==> src/rtl/unibus_dma_master_pkg.sv <==
// unibus_dma_master_pkg: FSM state encoding, Unibus cycle codes and ARM ID shared by the DMA master files
package unibus_dma_master_pkg;
    typedef enum logic [3:0] {
        S_IDLE    = 4'd0,
        S_REQ     = 4'd1,
        S_GRANT   = 4'd2,
        S_WAITBUS = 4'd3,
        S_DESKEW  = 4'd4,
        S_MSYN    = 4'd5,
        S_UNSYN   = 4'd6,
        S_RELEASE = 4'd7
    } state_t;
    localparam logic [1:0] DATI  = 2'b00;
    localparam logic [1:0] DATIP = 2'b01;
    localparam logic [1:0] DATO  = 2'b10;
    localparam logic [1:0] DATOB = 2'b11;
    localparam logic [31:0] ARM_ID = 32'h444D1001;
endpackage

==> src/rtl/unibus_arb.sv <==
// unibus_arb: NPR/NPG/SACK arbitration step; returns the current state unchanged outside IDLE/REQ/GRANT
module unibus_arb
    import unibus_dma_master_pkg::*;
(
    input  state_t state,
    input  logic   go,
    input  logic   npg_in_h,
    input  logic   bbsy_in_h,
    input  logic   ssyn_in_h,
    output state_t arb_next
);
    // the previous master must be fully off the bus before we take BBSY
    always_comb begin
        arb_next = state == S_IDLE && go ? S_REQ :
                   state == S_REQ && npg_in_h ? S_GRANT :
                   state == S_GRANT && !npg_in_h && !bbsy_in_h && !ssyn_in_h ? S_WAITBUS :
                   state;
    end
endmodule

==> src/rtl/unibus_dma_master.sv <==
// unibus_dma_master: ARM-driven single-word Unibus NPR master (DATI/DATIP/DATO/DATOB) with NXM timeout
module unibus_dma_master
    import unibus_dma_master_pkg::*;
#(
    parameter int DESKEW  = 15,
    parameter int TIMEOUT = 1000
) (
    input  logic        CLOCK,
    input  logic        RESET,
    input  logic        armwrite,
    input  logic [3:0]  armraddr,
    input  logic [3:0]  armwaddr,
    input  logic [31:0] armwdata,
    output logic [31:0] armrdata,
    output logic        armintrq,
    input  logic        init_in_h,
    output logic        npr_out_h,
    input  logic        npg_in_h,
    output logic        sack_out_h,
    input  logic        bbsy_in_h,
    output logic        bbsy_out_h,
    output logic [17:0] a_out_h,
    output logic [1:0]  c_out_h,
    output logic [15:0] d_out_h,
    input  logic [15:0] d_in_h,
    output logic        msyn_out_h,
    input  logic        ssyn_in_h
);
    localparam int DW = DESKEW > 1 ? $clog2(DESKEW) : 1;
    localparam int TW = $clog2(TIMEOUT + 1);

    state_t        state, nxt, arb_next;
    logic [17:0]   addr;
    logic [1:0]    cyc;
    logic [15:0]   wdata, rdata;
    logic          ie, done, nxm, busy, go, bus_on, timeout;
    logic [DW-1:0] dcnt;
    logic [TW-1:0] tcnt;
    logic          unused_wdata;

    assign unused_wdata = ^armwdata[27:20];
    assign busy = state != S_IDLE;
    assign go = armwrite && armwaddr == 4'd1 && armwdata[31] && !busy && !init_in_h;
    assign timeout = tcnt == TW'(TIMEOUT - 1);
    assign bus_on = nxt inside {S_WAITBUS, S_DESKEW, S_MSYN, S_UNSYN};
    assign armintrq = done & ie;

    unibus_arb u_arb (
        .state    (state),
        .go       (go),
        .npg_in_h (npg_in_h),
        .bbsy_in_h(bbsy_in_h),
        .ssyn_in_h(ssyn_in_h),
        .arb_next (arb_next)
    );

    // WAITBUS already counts as the first deskew clock, so MSYN lands DESKEW clocks after the address
    always_comb begin
        nxt = arb_next;
        case (state)
            S_WAITBUS, S_DESKEW: nxt = dcnt == '0 ? S_MSYN : S_DESKEW;
            S_MSYN:    nxt = ssyn_in_h || timeout ? S_UNSYN : S_MSYN;
            S_UNSYN:   nxt = ssyn_in_h ? S_UNSYN : S_RELEASE;
            S_RELEASE: nxt = S_IDLE;
            default:   ;
        endcase
        if (init_in_h) nxt = S_IDLE;
    end

    always_comb begin
        armrdata = armraddr == 4'd0 ? ARM_ID :
                   armraddr == 4'd1 ? {busy, 11'b0, cyc, addr} :
                   armraddr == 4'd2 ? {rdata, wdata} :
                   armraddr == 4'd3 ? {busy, done, nxm, ie, 24'b0, state} :
                   32'b0;
    end

    always_ff @(posedge CLOCK) begin
        if (RESET) begin
            state      <= S_IDLE;
            addr       <= '0;
            cyc        <= '0;
            wdata      <= '0;
            rdata      <= '0;
            ie         <= 1'b0;
            done       <= 1'b0;
            nxm        <= 1'b0;
            dcnt       <= '0;
            tcnt       <= '0;
            npr_out_h  <= 1'b0;
            sack_out_h <= 1'b0;
            bbsy_out_h <= 1'b0;
            msyn_out_h <= 1'b0;
            a_out_h    <= '0;
            c_out_h    <= '0;
            d_out_h    <= '0;
        end else begin
            state      <= nxt;
            npr_out_h  <= nxt == S_REQ;
            sack_out_h <= nxt == S_GRANT;
            bbsy_out_h <= bus_on;
            msyn_out_h <= nxt == S_MSYN;
            dcnt       <= state == S_GRANT ? DW'(DESKEW - 1) : dcnt == '0 ? dcnt : dcnt - DW'(1);
            tcnt       <= state == S_MSYN ? tcnt + TW'(1) : '0;
            // bus lines are captured once so ARM register writes cannot disturb a running cycle
            if (!bus_on) begin
                a_out_h <= '0;
                c_out_h <= '0;
                d_out_h <= '0;
            end else if (state == S_GRANT) begin
                a_out_h <= addr;
                c_out_h <= cyc;
                d_out_h <= cyc[1] ? wdata : 16'b0;
            end
            if (state == S_MSYN && !init_in_h && ssyn_in_h && !c_out_h[1]) rdata <= d_in_h;
            if (state == S_MSYN && !init_in_h && !ssyn_in_h && timeout) nxm <= 1'b1;
            if (armwrite && !init_in_h) begin
                case (armwaddr)
                    4'd1: begin
                        addr <= armwdata[17:0];
                        cyc  <= armwdata[19:18];
                    end
                    4'd2: wdata <= armwdata[15:0];
                    4'd3: begin
                        ie <= armwdata[28];
                        if (armwdata[30]) done <= 1'b0;
                        if (armwdata[29]) nxm <= 1'b0;
                    end
                    default: ;
                endcase
            end
            if (go) begin
                done <= 1'b0;
                nxm  <= 1'b0;
            end
            if (state == S_RELEASE) done <= 1'b1;
            if (init_in_h && busy) begin
                done <= 1'b1;
                nxm  <= 1'b1;
            end
        end
    end
endmodule

==> config.mk <==
export PLATFORM = sky130hd
export DESIGN_NAME = unibus_dma_master
export DESIGN_NICKNAME = d
export VERILOG_FILES = /design/src/rtl/unibus_dma_master_pkg.sv /design/src/rtl/unibus_arb.sv /design/src/rtl/unibus_dma_master.sv
export SDC_FILE = /design/constraint.sdc
export NUM_CORES = 1
export LEC_CHECK = 0
export BUFFER_PORTS_ARGS = -buffer_cell sky130_fd_sc_hd__buf_2
export CORE_UTILIZATION = 42
export DETAILED_ROUTE_END_ITERATION = 7
export HOLD_SLACK_MARGIN = 0.02
export PLACE_DENSITY = 0.71
export SKIP_LAST_GASP = 1
export SLEW_MARGIN = 20
export SYNTH_ARGS = -nofsm -noshare
export SYNTH_HDL_FRONTEND = slang
export SYNTH_SLANG_ARGS = --single-unit
==> constraint.sdc <==
create_clock -name CLOCK -period 4.05 [get_ports CLOCK]
set_clock_uncertainty 0.05 [all_clocks]
set_input_delay 0.2025 -clock CLOCK [delete_from_list [all_inputs] [get_ports CLOCK]]
set_output_delay 0.2025 -clock CLOCK [all_outputs]
set_load 0.1 [all_outputs]
=== Yosys cells after proc, flatten, opt, wreduce, memory -nomap -nowiden ===
Cells that the tools add are included.

* Input bits: 63
* Memories kept: 0
* Latch bits: 0
* Logic and storage cells: 110
* Register bits: 113
* Output and inout port bits: 73
* Bits in read-only memories: 0
* Bits in writable memories: 0

* Multiplexer cells: 27
* Reductions and logical operators: 39
* Bitwise logic cells: 3
* Add/sub/neg operators: 2
* Order comparisons: 0
* Multipliers: 0
* Divide/modulo/power cells: 0
* Shift operators: 0
* Equal/unequal tests: 21

{| class="wikitable"
|+ Operators by type and width
! cell !! count
|-
| two-way mux 32 bit || 4
|-
| == test 4 x 2 -> 1 bit, second input constant || 8
|-
| == test 4 x 3 -> 1 bit, second input constant || 7
|-
| two-way mux 4 bit || 6
|-
| nonzero test 4 bit || 5
|-
| == test 4 x 1 -> 1 bit, second input constant || 4
|-
| logical AND 1 bit || 16
|-
| two-way mux 16 bit || 1
|-
| one-hot mux 4 bit (4 select lines) || 1
|-
| two-way mux 1 bit || 14
|-
| zero test 4 bit || 3
|-
| adder 10 x 1 -> 10 bit, second input constant || 1
|-
| == test 10 bit, second input constant || 1
|-
| OR reduction 2 bit || 4
|-
| zero test 1 bit || 6
|-
| AND reduction 2 bit || 3
|-
| subtractor 4 x 1 -> 4 bit, second input constant || 1
|-
| AND reduction 3 bit || 1
|-
| two-way mux 2 bit || 1
|-
| != test 2 x 1 -> 1 bit, second input constant || 1
|-
| inverter 1 bit || 2
|-
| AND 1 bit || 1
|-
| logical OR 1 bit || 1
|}

=== Depth between registers and ports, before layout ===
* Depth in word-level cells: 13
* Depth in mapped cells: 8
* Depth with buffers taken out: 6

=== Cells and area by module ===
A second synthesis with hierarchy kept.

* Cell total of the unflattened synthesis: 650
* Area total of the unflattened synthesis: 5297.6 um2

{| class="wikitable"
|+ By module, submodules not included
! module !! instances !! cells an instance !! seq. area each (um2) !! area each (um2)
|-
| unibus_dma_master || 1 || 640 || 2262.2 || 5236.3
|-
| unibus_arb || 1 || 10 || 0.0 || 61.3
|}

=== Worst setup path before layout ===
OpenSTA, ideal clock, no wires.

* Kind: reg-to-output
* From: register state[0]
* To: output armrdata[0]
* Data required time: 3798 ps
* Buffers on the path: 1
* Path slack: 820 ps
* Cell stages (with the launch flop): 4
* Arrival time: 2978 ps
* Cells stage by stage: dfxtp_1 > buf_2 > mux2i_1 > a221oi_1

* Word-level cells in the longest chain between the ends: 4

{| class="wikitable"
|+ Ends and longest elaborated chain
! element !! RTL line !! text
|-
| start: declaration || unibus_dma_master.sv:32 || <nowiki>state_t state, nxt, arb_next;</nowiki>
|-
| start signal: assignment || unibus_dma_master.sv:98 || <nowiki>state <= nxt;</nowiki>
|-
| two-way mux 32 bit || unibus_dma_master.sv:74 || <nowiki>armraddr == 4'd3 ? {busy, done, nxm, ie, 24'b0, state} :</nowiki>
|-
| two-way mux 32 bit || unibus_dma_master.sv:73 || <nowiki>armraddr == 4'd2 ? {rdata, wdata} :</nowiki>
|-
| two-way mux 32 bit || unibus_dma_master.sv:72 || <nowiki>armraddr == 4'd1 ? {busy, 11'b0, cyc, addr} :</nowiki>
|-
| two-way mux 32 bit || unibus_dma_master.sv:71 || <nowiki>armrdata = armraddr == 4'd0 ? ARM_ID :</nowiki>
|-
| end: declaration || unibus_dma_master.sv:14 || <nowiki>output logic [31:0] armrdata,</nowiki>
|}

No other way between the ends.

=== Final worst setup path ===
* From: register state[2]
* To: register d_out_h[13]

* Word-level cells in the longest chain between the ends: 13
* Elaborated cells between the ends (all ways): 30
* Those cells by class: eq/ne: 11; mux: 5; bitwise: 1; reduce/logical: 13

{| class="wikitable"
|+ Ends and longest elaborated chain
! element !! RTL line !! text
|-
| == test 4 x 2 -> 1 bit || unibus_arb.sv:16, unibus_dma_master.sv:110 ||
|-
| logical AND 1 bit (3 in series) || unibus_arb.sv:16 || <nowiki>state == S_GRANT && !npg_in_h && !bbsy_in_h && !ssyn_in_h ? S_WAITBUS :</nowiki>
|-
| two-way mux 4 bit || unibus_arb.sv:16 ||
|-
| two-way mux 4 bit || unibus_arb.sv:15 || <nowiki>state == S_REQ && npg_in_h ? S_GRANT :</nowiki>
|-
| two-way mux 4 bit || unibus_arb.sv:14 || <nowiki>arb_next = state == S_IDLE && go ? S_REQ :</nowiki>
|-
| one-hot mux 4 bit (4 select lines) || unibus_dma_master.sv:60 || <nowiki>case (state)</nowiki>
|-
| two-way mux 4 bit || unibus_dma_master.sv:67 || <nowiki>if (init_in_h) nxt = S_IDLE;</nowiki>
|-
| == test 4 x 2 -> 1 bit or == test 4 x 3 -> 1 bit (tied branches) || unibus_dma_master.sv:45 || <nowiki>assign bus_on = nxt inside {S_WAITBUS, S_DESKEW, S_MSYN, S_UNSYN};</nowiki>
|-
| nonzero test 4 bit || unibus_dma_master.sv:45 ||
|-
| inverter 1 bit (no line) || -- ||
|-
| OR reduction 2 bit (no line) || -- ||
|-
| end signal: assignment || unibus_dma_master.sv:113 || <nowiki>d_out_h <= cyc[1] ? wdata : 16'b0;</nowiki>
|-
| end: declaration || unibus_dma_master.sv:24 || <nowiki>output logic [15:0] d_out_h,</nowiki>
|}

Several ways; a longest one is shown, not always the timed one.
A chain may end at the register's enable or synchronous reset.

==> qor.yml <==
fp.dieArea_mm2: 0.01364
combPwrFrac: 0.056
cts_tree: "yes"
fin_area_mm2: 0.007143
slew_viol_final: 0
ys_warn_count: 0
cts.sinks: 113
ctsHoldBuffers: 37
dr.first_iter.drc_count: 536
wl_per_cell_um: 15.36
synth_fa_ha_area_frac: 0.002260
drc_errors: 0
dpl.cell_count: 976
yosysSeqAreaShare: 0.4087
syn_area_mm2: 0.005535
wl_mm: 16.05
async_flop_share: 0
grt_pass1_vias: 5052
layout_commonest_cell: "nand2_1"
critPathLaunchType: "flip-flop"
drive_gt1_frac: 0.2041
h-tree-depth: 4
layout.cells.non_filler: 1045
clockBufferDepth: 2
cts_buffers: 17
muxShareOfSynthArea: 0.1092
synth.distinct_cells: 53
total_power_mw: 2.769
synthesis.instances: 722
fin_crit_ps: 2677
synth-seq-cells: 113
cp-endpoint: "d_out_h[13]$_SDFFE_PP0N_"
clock-root-buffer: "clkbuf_16"
synthTopCellsByArea: "dfxtp_1, nand2_1, mux2i_1"
worst_pin_slew_ps: 973.7
reg2reg_from: "state[2]$_SDFF_PP0_"
syn_avg_cell_area_um2: 7.667
grt_pass1_wl_mm: 25.27
reg2regPathDepth: 6
dr.pass1.iters: 5
ant_nets: 0
clk_latency_ps: 420
postCtsSetupBuffers: 0
row_count: 41
coreArea_mm2: 0.01272
hold_path.class: "primary input to flip-flop"
placed_area_mm2: 0.006186
die_y_um: 116.8
p_int_mw: 2.162
grt-ovfl-total: 0
gp_congestion: 0.7959
synth_top_area_frac: 0.4087
p_sw_frac: 0.2193
hpwl_mm: 9.990
setup_viol_count_final: 0
syn2layout_area_growth_pct: 29.05
synth_edf_count: 0
synth-compound-area-share: 0.1268
power_per_cell_area_mw_per_mm2: 387.7
synthXorXnorAreaFrac: 0.01424
r2r-end: "d_out_h[13]$_SDFFE_PP0N_"
grt_antenna_before_repair: 1
cp_max_fo: 37
pwr-share-seq: 0.406
fin_nets: 924
ios: 136
initial_core_util: 0.4351
crit_start: "state[2]$_SDFF_PP0_"
hold_viol: 0
drv_cap: 0
worstSetupEndpointType: "flip-flop"
ctsResizeCount: 0
status: "finished, final reports clean"
worstPathRequired_ps: 4340
clk_pin_slew_ps: 50
die_w_um: 116.8
rsz0062_at_grt: "false"
grt_usage: 0.2442
crit_type: "flip-flop to flip-flop"
synth_top_area_cell: "dfxtp_1"
io_buffers: 127
yosys.area_share.simple: 0.2807
max_freq_ghz: 0.3735
viasPerCell: 5.204
num_vias: 5438
peakVddDrop_mv: 0.2391
leakage_nw: 2.806
synth_fp_nets: 786
fin_tns_setup_ps: 0
arrival_ps: 2970
synth_top_family_by_area: "simple AND/OR/NAND/NOR gates"
synth-main-ff-cell: "dfxtp_1"
p_switching_uw: 607.3
most-common-layout-cells: "nand2_1, buf_2, dfxtp_1, a21oi_1, nor2_1"
grt_max_degree: 65
max_slew_margin: 0.3496
p_clk_frac: 0.538
post-route-period-util: 0.6610
regToRegSetupSlack_ps: 1370
[worst max-delay path: stages (launching register included)]
cell,delay (ps)
dfxtp_1,690
or4bb_1,530
a31oi_1,170
a311oi_1,110
nor3_4,200
buf_4,550
mux2i_1,270
[cells by family after synthesis]
kind of cell / count (synthesis)
AOI/OAI and AO/OA: 123
xor gates and xnor gates: 9
adders and majority gates: 1
buffers and inverters: 66
DFF: 113
muxes: 60
and+or+nand+nor: 350
[worst min path at each step]
stage | from | endpoint | slack (ps) | cells after the start
after floorplan | armwdata[0] | addr[0]$_SDFFE_PP0P_ | 290 | 2
after global placement | d_in_h[5] | rdata[5]$_SDFFE_PP0P_ | 380 | 3
after detailed placement | d_in_h[3] | rdata[3]$_SDFFE_PP0P_ | 390 | 3
after CTS | armwdata[30] | done$_SDFFE_PP0P_ | 50 | 4
after global routing | armwdata[29] | nxm$_SDFF_PP0_ | 70 | 4
final | armwdata[30] | done$_SDFFE_PP0P_ | 60 | 4
[stage by stage]
stage,hold WS [ps],setup WS [ps],util
6_report,58.77,1373,0.5615
5_1_grt,73.49,1236,0.5615
4_1_cts,51.60,1392,0.5613
3_5_place_dp,393.0,1403,0.4862
3_3_place_gp,384.5,1428,0.4862
2_1_floorplan,288.5,819.8,-
[registers in the layout, summed over array words and instances (netlist names)]
| name | cells |
|---|---|
| a_out_h | 18 |
| addr | 18 |
| bbsy_out_h | 1 |
| c_out_h | 2 |
| cyc | 2 |
| d_out_h | 16 |
| dcnt | 4 |
| done | 1 |
| ie | 1 |
| msyn_out_h | 1 |
| npr_out_h | 1 |
| nxm | 1 |
| rdata | 16 |
| sack_out_h | 1 |
| state | 4 |
| tcnt | 10 |
| wdata | 16 |
[cell usage after synthesis (2+ instances only)]
cell,number
and3b_1,2
dfxtp_1,113
o31ai_1,3
o21ai_0,4
nand2_1,210
o211ai_1,2
nand2b_1,7
buf_2,8
inv_1,12
o21bai_1,2
nor4b_1,2
buf_6,2
nand3_1,23
a21oi_1,87
a21boi_0,2
and3_1,9
mux2i_1,57
nand4_1,2
or2_2,3
nor2_1,62
a31oi_1,3
clkbuf_1,37
nor2b_1,3
buf_1,4
xnor2_1,6
mux2_2,3
a22oi_1,15
or3_1,3
nor3_1,6
and4b_1,2
xor2_1,3
nand3b_1,2
buf_12,3
[power by group through the flow]
| stage | logic [mW] | clock network, mW | registers [mW] |
|---|---|---|---|
| CTS | 0.152 | 1.50 | 1.13 |
| detailed placement | 0.123 | 0 | 1.15 |
| global route | 0.166 | 1.56 | 1.13 |
| floorplan | 0.0741 | 0 | 1.15 |
| global placement | 0.123 | 0 | 1.15 |
| finish | 0.155 | 1.49 | 1.13 |
[metal layers]
metal | global-route usage | part of all wire | vias up | wire [um]
li1 | - | - | 2703 | -
met1 | 0.3039 | 0.44 | 2517 | 7123
met2 | 0.3968 | 0.47 | 186 | 7541
met3 | 0.06797 | 0.061 | 32 | 974
met4 | 0.1046 | 0.026 | 0 | 410
met5 | 0 | 0 | - | 0
[cell type report]
| class | count | area (um2) |
|---|---|---|
| inverters | 12 | 45.04 |
| diodes | 1 | 2.502 |
| fillers | 1168 | 5579 |
| well taps | 172 | 215.2 |
| clock inverters | 5 | 75.07 |
| repair buffers | 173 | 1074 |
| flip-flops and latches | 113 | 2262 |
| clock buffers | 26 | 509.2 |
| multi-input cells | 543 | 2960 |
No activity file was read; power rests on OpenSTA's default activity.
